### config.mk
export PLATFORM = sky130hd
export DESIGN_NAME = rc4_prga_decrypt
export DESIGN_NICKNAME = d
export VERILOG_FILES = /design/src/rtl/rc4_pkg.sv /design/src/rtl/rc4_prga_decrypt.sv
export SDC_FILE = /design/constraint.sdc
export NUM_CORES = 1
export LEC_CHECK = 0
export ABC_AREA = 1
export CAP_MARGIN = 20
export CORE_ASPECT_RATIO = 1.2
export CORE_MARGIN = 4
export CORE_UTILIZATION = 35
export CTS_BUF_LIST = sky130_fd_sc_hd__clkbuf_4 sky130_fd_sc_hd__clkbuf_8
export CTS_CLUSTER_SIZE = 20
export DETAILED_ROUTE_END_ITERATION = 6
export PLACE_DENSITY = 0.54
export SLEW_MARGIN = 20
export SYNTH_ARGS = -nofsm -noshare
export SYNTH_HDL_FRONTEND = slang
export SYNTH_SLANG_ARGS = --single-unit
export TNS_END_PERCENT = 100
### constraint.sdc
create_clock -name clk -period 4.8 [get_ports clk]
set_clock_uncertainty 0.1 [all_clocks]
set_input_delay 0.72 -clock clk [delete_from_list [all_inputs] [get_ports clk]]
set_output_delay 0.72 -clock clk [all_outputs]
set_load 0.005 [all_outputs]
### src/rtl/rc4_pkg.sv
// Shared definitions for the RC4 PRGA/decrypt stage.
//   state_t        : one-hot FSM encoding, IDLE/DONE plus the 13 per-byte states
//   CHAR_*         : bounds of the accepted plaintext alphabet (space, 'a'..'z')
//   is_valid_char  : 1 when a plaintext byte belongs to that alphabet
package rc4_pkg;

    typedef enum logic [14:0] {
        IDLE  = 15'h0001,
        RD_SI = 15'h0002,
        WT_SI = 15'h0004,
        LD_SI = 15'h0008,
        RD_SJ = 15'h0010,
        WT_SJ = 15'h0020,
        LD_SJ = 15'h0040,
        WR_I  = 15'h0080,
        WR_J  = 15'h0100,
        RD_F  = 15'h0200,
        WT_F  = 15'h0400,
        LD_F  = 15'h0800,
        WR_D  = 15'h1000,
        NEXT  = 15'h2000,
        DONE  = 15'h4000
    } state_t;

    localparam logic [7:0] CHAR_SPACE = 8'h20;
    localparam logic [7:0] CHAR_LO    = 8'h61;
    localparam logic [7:0] CHAR_HI    = 8'h7A;

    function automatic logic is_valid_char(input logic [7:0] c);
        return (c == CHAR_SPACE) || ((c >= CHAR_LO) && (c <= CHAR_HI));
    endfunction

endpackage

### src/rtl/rc4_prga_decrypt.sv
// RC4 keystream generation and decryption. Walks the PRGA over the S memory,
// XORs each keystream byte with the encrypted ROM and writes the plaintext to
// the decrypted RAM, tracking whether every plaintext byte is in the alphabet.
// Ports:
//   clk, reset (async, active-low), start (sampled in IDLE only)
//   s_q / s_address / s_data / s_wen          : S memory port
//   enc_q / enc_address                       : encrypted message ROM
//   dec_address / dec_data / dec_wen          : decrypted message RAM
//   finish    : one-cycle pulse in DONE
//   key_valid : level, cleared on start, loaded with the valid flag at DONE
// Memories have two cycles of read latency: an address driven in state X
// yields data that is captured at the clock edge ending X+2.
module rc4_prga_decrypt
    import rc4_pkg::*;
#(
    parameter int unsigned MSG_LEN          = 32,
    parameter bit          ABORT_ON_INVALID = 1'b1
) (
    input  logic       clk,
    input  logic       reset,
    input  logic       start,
    input  logic [7:0] s_q,
    output logic [7:0] s_address,
    output logic [7:0] s_data,
    output logic       s_wen,
    input  logic [7:0] enc_q,
    output logic [7:0] enc_address,
    output logic [7:0] dec_address,
    output logic [7:0] dec_data,
    output logic       dec_wen,
    output logic       finish,
    output logic       key_valid
);

    localparam logic [7:0] LAST_K = 8'(MSG_LEN - 1);

    state_t     state_q, state_d;
    logic [7:0] i_q, i_d, j_q, j_d, k_q, k_d;
    logic [7:0] si_q, si_d, sj_q, sj_d, f_q, f_d, e_q, e_d;
    logic       valid_q, valid_d;

    logic [7:0] s_address_q, s_address_d, s_data_q, s_data_d;
    logic       s_wen_q, s_wen_d;
    logic [7:0] enc_address_q, enc_address_d;
    logic [7:0] dec_address_q, dec_address_d, dec_data_q, dec_data_d;
    logic       dec_wen_q, dec_wen_d;
    logic       finish_q, finish_d;
    logic       key_valid_q, key_valid_d;

    always_comb begin
        state_d       = state_q;
        i_d           = i_q;
        j_d           = j_q;
        k_d           = k_q;
        si_d          = si_q;
        sj_d          = sj_q;
        f_d           = f_q;
        e_d           = e_q;
        valid_d       = valid_q;
        key_valid_d   = key_valid_q;
        s_address_d   = s_address_q;
        s_data_d      = s_data_q;
        s_wen_d       = 1'b0;
        enc_address_d = enc_address_q;
        dec_address_d = dec_address_q;
        dec_data_d    = dec_data_q;
        dec_wen_d     = 1'b0;
        finish_d      = 1'b0;

        case (state_q)
            IDLE: begin
                if (start) begin
                    i_d         = 8'd1;
                    j_d         = '0;
                    k_d         = '0;
                    valid_d     = 1'b1;
                    key_valid_d = 1'b0;
                    state_d     = RD_SI;
                end
            end
            RD_SI: state_d = WT_SI;
            WT_SI: state_d = LD_SI;
            LD_SI: begin
                si_d    = s_q;
                j_d     = j_q + s_q;
                state_d = RD_SJ;
            end
            RD_SJ: state_d = WT_SJ;
            WT_SJ: state_d = LD_SJ;
            LD_SJ: begin
                sj_d    = s_q;
                state_d = WR_I;
            end
            WR_I:  state_d = WR_J;
            WR_J:  state_d = RD_F;
            RD_F:  state_d = WT_F;
            WT_F:  state_d = LD_F;
            LD_F: begin
                f_d     = s_q;
                e_d     = enc_q;
                state_d = WR_D;
            end
            WR_D: begin
                if (!is_valid_char(f_q ^ e_q)) valid_d = 1'b0;
                state_d = NEXT;
            end
            NEXT: begin
                if ((k_q == LAST_K) || (ABORT_ON_INVALID && !valid_q)) begin
                    key_valid_d = valid_q;
                    state_d     = DONE;
                end else begin
                    i_d     = i_q + 8'd1;
                    k_d     = k_q + 8'd1;
                    state_d = RD_SI;
                end
            end
            DONE:    state_d = IDLE;
            default: state_d = IDLE;
        endcase

        // Outputs are registered: derive them from the state being entered and
        // the register values that state will see, so they are Moore in it.
        case (state_d)
            RD_SI: s_address_d = i_d;
            RD_SJ: s_address_d = j_d;
            WR_I: begin
                s_address_d = i_d;
                s_data_d    = sj_d;
                s_wen_d     = 1'b1;
            end
            WR_J: begin
                s_address_d = j_d;
                s_data_d    = si_d;
                s_wen_d     = 1'b1;
            end
            RD_F: begin
                s_address_d   = si_d + sj_d;
                enc_address_d = k_d;
            end
            WR_D: begin
                dec_address_d = k_d;
                dec_data_d    = f_d ^ e_d;
                dec_wen_d     = 1'b1;
            end
            DONE:    finish_d = 1'b1;
            default: ;
        endcase
    end

    always_ff @(posedge clk or negedge reset) begin
        if (!reset) begin
            state_q       <= IDLE;
            i_q           <= '0;
            j_q           <= '0;
            k_q           <= '0;
            si_q          <= '0;
            sj_q          <= '0;
            f_q           <= '0;
            e_q           <= '0;
            valid_q       <= 1'b0;
            key_valid_q   <= 1'b0;
            s_address_q   <= '0;
            s_data_q      <= '0;
            s_wen_q       <= 1'b0;
            enc_address_q <= '0;
            dec_address_q <= '0;
            dec_data_q    <= '0;
            dec_wen_q     <= 1'b0;
            finish_q      <= 1'b0;
        end else begin
            state_q       <= state_d;
            i_q           <= i_d;
            j_q           <= j_d;
            k_q           <= k_d;
            si_q          <= si_d;
            sj_q          <= sj_d;
            f_q           <= f_d;
            e_q           <= e_d;
            valid_q       <= valid_d;
            key_valid_q   <= key_valid_d;
            s_address_q   <= s_address_d;
            s_data_q      <= s_data_d;
            s_wen_q       <= s_wen_d;
            enc_address_q <= enc_address_d;
            dec_address_q <= dec_address_d;
            dec_data_q    <= dec_data_d;
            dec_wen_q     <= dec_wen_d;
            finish_q      <= finish_d;
        end
    end

    assign s_address   = s_address_q;
    assign s_data      = s_data_q;
    assign s_wen       = s_wen_q;
    assign enc_address = enc_address_q;
    assign dec_address = dec_address_q;
    assign dec_data    = dec_data_q;
    assign dec_wen     = dec_wen_q;
    assign finish      = finish_q;
    assign key_valid   = key_valid_q;

endmodule

-- Yosys cells after proc, flatten, opt, wreduce, memory -nomap -nowiden
Index checks and enable logic that the tools add are counted.
- memories kept: 0
- input bits: 19
- bits in latches: 0
- memory bits (read-only): 0
- bits in registers: 116
- output and inout bits: 44
- memory bits (writable): 0
- equal/unequal tests: 26
- reductions and logical operators: 13
- multiply operators: 0
- $lt $le $gt $ge: 2
- add/sub/neg operators: 4
- multiplexer cells: 26
- shift operators: 0
- bitwise logic cells: 2
- divide/modulo/power cells: 0
- operators by type and width (operator ; number):
    15-bit case mux with 14 select lines ; 1
    8-bit two-way mux ; 9
    8-bit case mux with 2 select lines ; 4
    15-bit by 10-bit == test with 1-bit output (second input constant) ; 2
    15-bit by 13-bit == test with 1-bit output (second input constant) ; 2
    15-bit by 2-bit == test with 1-bit output (second input constant) ; 2
    15-bit by 5-bit == test with 1-bit output (second input constant) ; 2
    15-bit by 8-bit == test with 1-bit output (second input constant) ; 2
    15-bit by 9-bit == test with 1-bit output (second input constant) ; 2
    15-bit two-way mux ; 2
    8-bit case mux with 3 select lines ; 1
    8-bit by 1-bit adder with 8-bit output (second input constant) ; 2
    8-bit adder ; 2
    8-bit bitwise XOR ; 2
    15-bit by 1-bit == test with 1-bit output (second input constant) ; 1
    15-bit by 11-bit == test with 1-bit output (second input constant) ; 1
    15-bit by 12-bit == test with 1-bit output (second input constant) ; 1
    15-bit by 14-bit == test with 1-bit output (second input constant) ; 1
    15-bit == test (second input constant) ; 1
    15-bit by 3-bit == test with 1-bit output (second input constant) ; 1
    15-bit by 4-bit == test with 1-bit output (second input constant) ; 1
    15-bit by 6-bit == test with 1-bit output (second input constant) ; 1
    15-bit by 7-bit == test with 1-bit output (second input constant) ; 1
    8-bit by 5-bit == test with 1-bit output (second input constant) ; 1
    other kinds (13) ; 28

-- Longest topological paths before layout
- depth in word-level cells: 7
- depth in mapped cells: 22

-- Worst setup path before layout
No wires, ideal clock.
- kind: reg-to-reg
- from: reg state_q[13]
- to: reg s_address_q[6] (netlist: s_address[6])
- setup time: 0.117 ns
- buffers on the path: 2
- stages on the path, launching flop included: 22
- clock period less this slack: 2.892 ns
- slack: 1.908 ns
- data arrival time: 2.675 ns
- cell sequence: dfrtp_1 nor2_2 nand2_2 nor2_4 buf_6 nand2_2 buf_2 o21ai_0 ha_1 inv_1 fa_1 inv_1 nand3_1 nand2_1 nand2_1 nand2_1 a21oi_1 nand2b_1 nand3_1 nand3_1 nand2_1 nand2_1
- RTL lines (item ; line ; text):
    from (decl) ; rc4_prga_decrypt.sv:37 ; state_t state_q, state_d;
    from (signal assigned) ; rc4_prga_decrypt.sv:171 ; state_q <= state_d;
    15-bit by 4-bit == test with 1-bit output ; rc4_prga_decrypt.sv:70 ; case (state_q)
    8-bit two-way mux ; rc4_prga_decrypt.sv:70 ;
    via si_d[0] ; rc4_prga_decrypt.sv:39 ; logic [7:0] si_q, si_d, sj_q, sj_d, f_q, f_d, e_q, e_d;
    8-bit adder ; rc4_prga_decrypt.sv:137 ; s_address_d = si_d + sj_d;
    8-bit case mux with 3 select lines ; rc4_prga_decrypt.sv:123 ; case (state_d)
    to (signal assigned) ; rc4_prga_decrypt.sv:181 ; s_address_q <= s_address_d;
    to (decl) ; rc4_prga_decrypt.sv:42 ; logic [7:0] s_address_q, s_address_d, s_data_q, s_data_d;
The timed path passes the listed nets, and every way through them passes these cells.
A chain may end at the register's enable or synchronous reset.

-- Worst setup path in the final report
- from: reg state_q[10]
- to: reg s_address_q[6] (netlist: s_address[6])
Same word-level chain as after synthesis.

==> qor.yml <==
seq_area_frac_synth_pct: 47.2
cpMostUsedCell: "nand2_1"
maxSlewHeadroom_pct: 59.5
grt_antenna_before_repair: 0
path_cells: "nor2_2, nand2_2, nor2_4, nand2_2, o21ai_0, ha_1, inv_1, fa_1, inv_1, nand3_1, nand2_1, nand2_1, nand2_1, a21oi_1, nand2b_1, nand3_1, nand3_1, nand2_1, nand2_1"
ir_drop_uv: 175
grt_max_degree: 54
post_cts_buffers: 0
fmax_mhz: 300
rr_worst_depth: 19
syn_nets: 785
setup_ws_ps: 1460
place_congestion: 0.923
drv_slew: 0
routed_wl_um: 16200
synth_edf_count: 0
die_y_um: 153
async_flop_share_pct: 100
cts_tree: "done"
post-route-period-util_pct: 69.5
hold_violations: 0
final_util_pct: 43.1
dp_cells: 1015
use_met1_pct: 20.9
cts_inserted_buffers: 17
grt-busiest-layer: "met2"
cts_root_buffer: "clkbuf_8"
numPortBuffers: 62
vias_per_cell: 4.94
clkSinkCount: 116
cpPeakStageDelay_ps: 400
synth-main-ff-cell: "dfrtp_1"
regArea_mm2: 0.00290
power_density_mw_per_mm2: 379
die_w_um: 129
crit_type: "register to register"
area_delta_synth_final_pct: 19.4
netlist_area_mm2: 0.00615
core-area_mm2: 0.0170
grt_pass1_vias: 5386
antenna_cells: 0
insertion_delay_ps: 450
boundaryPins: 63
grt-ovfl-total: 0
initial_core_util_pct: 36.1
rows: 52
p_leak_uw: 0.00364
slowest_stage: "dfrtp_1"
hpwlAfterDp_um: 12200
route.detailed.drc: 0
rsz0062_at_grt: "no"
hold_class: "input port to async pin"
first_iter_violations: 357
fin_cells: 1044
status: "complete, no violations"
arrival_ps: 3580
synth_cell_types: 46
wl_per_cell_um: 15.5
grt_usage_pct: 17.2
cts_buffer_depth: 2
vias: 5159
cts-htree-levels: 4
dp_slack_ps: 1390
synth_seq_cells: 116
nFillCells: 1748
clk_pin_slew_ps: 80
fin_tns_setup_ps: 0
crit_path_end_kind: "register"
period_needed_ps: 3340
setup_viol: 0
max-cap-violations: 0
die_area_mm2: 0.0198
ant_nets: 0
worstPathMaxFanout: 14
cp.required_ps: 5040
cts_resized: 0
syn_inst: 748
drive_gt1_share_pct: 12.6
met3_usage_pct: 3.80
yosys_warnings: 0
final_area_mm2: 0.00735
placed_area_mm2: 0.00698
grt_pass1_wl_um: 26700
drt-pass1-iter-count: 5
worst_pin_slew_ps: 604
synth_area_per_cell_um2: 8.22
multiInputGateArea_mm2: 0.00288
ctsHoldBuffers: 0
met2_usage_pct: 29.5
critPathLaunchType: "register"
nets: 855
==> cell families (layout without fill, tap and decap cells) <==
kind of cell,after synthesis,after routing,share of synthesized area (%)
AO/OA/AOI/OAI,81,81,8.10
adder cells (fa/ha/maj),18,18,3.91
AND/OR/NAND/NOR,422,422,31.9
flip-flops,116,116,47.2
buffers and inverters,90,170,5.94
XOR/XNOR,21,21,2.99
==> worst max-delay path: cells and delay by family, from the launching register on <==
kind                       cells  cell delay (ps)
and+or+nand+nor               13             1540
DFF                            1              400
buffers and inverters          2              150
AOI/OAI and AO/OA              2              440
adders and majority gates      2              600
==> Yosys cell counts (all sizes together), types with 6 or more instances <==
cell   instances  area (µm²)
a21oi         20         100
buf           10        65.1
dfrtp        115        2880
ha            16         200
inv           76         285
nand2        270        1080
nand3         68         380
nand4          9        56.3
nor2          51         283
nor3           7        35.0
o21ai         50         299
or2            6        37.5
xnor2         12         105
xor2           9        78.8
==> cells in the final DEF, fill, tap and decap left out, types with 2 or more instances in the layout <==
cell type / instances
nor4_1: 2
nand2_4: 5
clkinv_2: 4
ha_1: 16
nand2b_1: 3
nand2_1: 255
nand4_1: 9
nor2_1: 35
nor2_4: 2
nand3_1: 63
clkbuf_8: 22
clkbuf_4: 2
xnor2_1: 12
inv_2: 14
nor3_1: 7
dfrtp_1: 115
xor2_1: 9
nor2_2: 11
nor2_8: 3
nand3b_1: 2
or2_2: 5
o21a_1: 2
o21ai_0: 20
clkdlybuf4s50_1: 61
fa_1: 2
o211ai_1: 2
nand2_2: 10
o21ai_2: 10
nand3_2: 3
a21oi_1: 20
o21ai_1: 19
inv_1: 62
o22ai_2: 2
nand3_4: 2
buf_4: 3
a21o_1: 2
==> flip-flops by register name, indices dropped and copies added (netlist names) <==
register and flops:
dec_address 8, dec_data 8, key_valid 1, dec_wen 1, s_data 8, valid_q 1
f_q 8, k_q 8, enc_address 8, finish 1, s_wen 1, i_q 8
sj_q 8, s_address 8, si_q 8, e_q 8, state_q 15, j_q 8
==> layer usage <==
metal  part of all wire [%]  wire, µm
met5                      0         0
met4                    2.8       461
met3                    3.9       632
met2                     50      8090
met1                     43      7020
==> final timing paths <==
check                                from              to  slack, ps
max in group asynchronous           reset  enc_address[5]       3460
min                                 reset       s_data[4]        170
max reg2reg                   state_q[10]    s_address[6]       1460
max                           state_q[10]    s_address[6]       1460
min in group clk           enc_address[4]  enc_address[4]        380
min reg2reg                enc_address[4]  enc_address[4]        380
==> where the power goes <==
| part | switching (µW) | leakage (µW) | internal, µW |
|---|---|---|---|
| clock network | 380 | 0.000197 | 477 |
| logic | 521 | 0.00217 | 299 |
| registers | 46.5 | 0.00128 | 1060 |
==> area by class of cell <==
type	instances	share of cell area, %
Sequential cell	116	39.5
Multi-Input combinational cell	542	39.2
Timing Repair Buffer	64	8.62
Clock buffer	24	4.33
Inverter	77	3.93
Tap cell	216	3.68
Clock inverter	5	0.681
==> per-stage QoR <==
| step | hold slack [ps] | power [µW] |
|---|---|---|
| floorplan | 324 | 1690 |
| global placement | 365 | 1940 |
| detailed placement | 367 | 1950 |
| CTS | 178 | 2820 |
| global route | 206 | 2980 |
| finish | 172 | 2790 |
(Power assumes the default switching activity.)
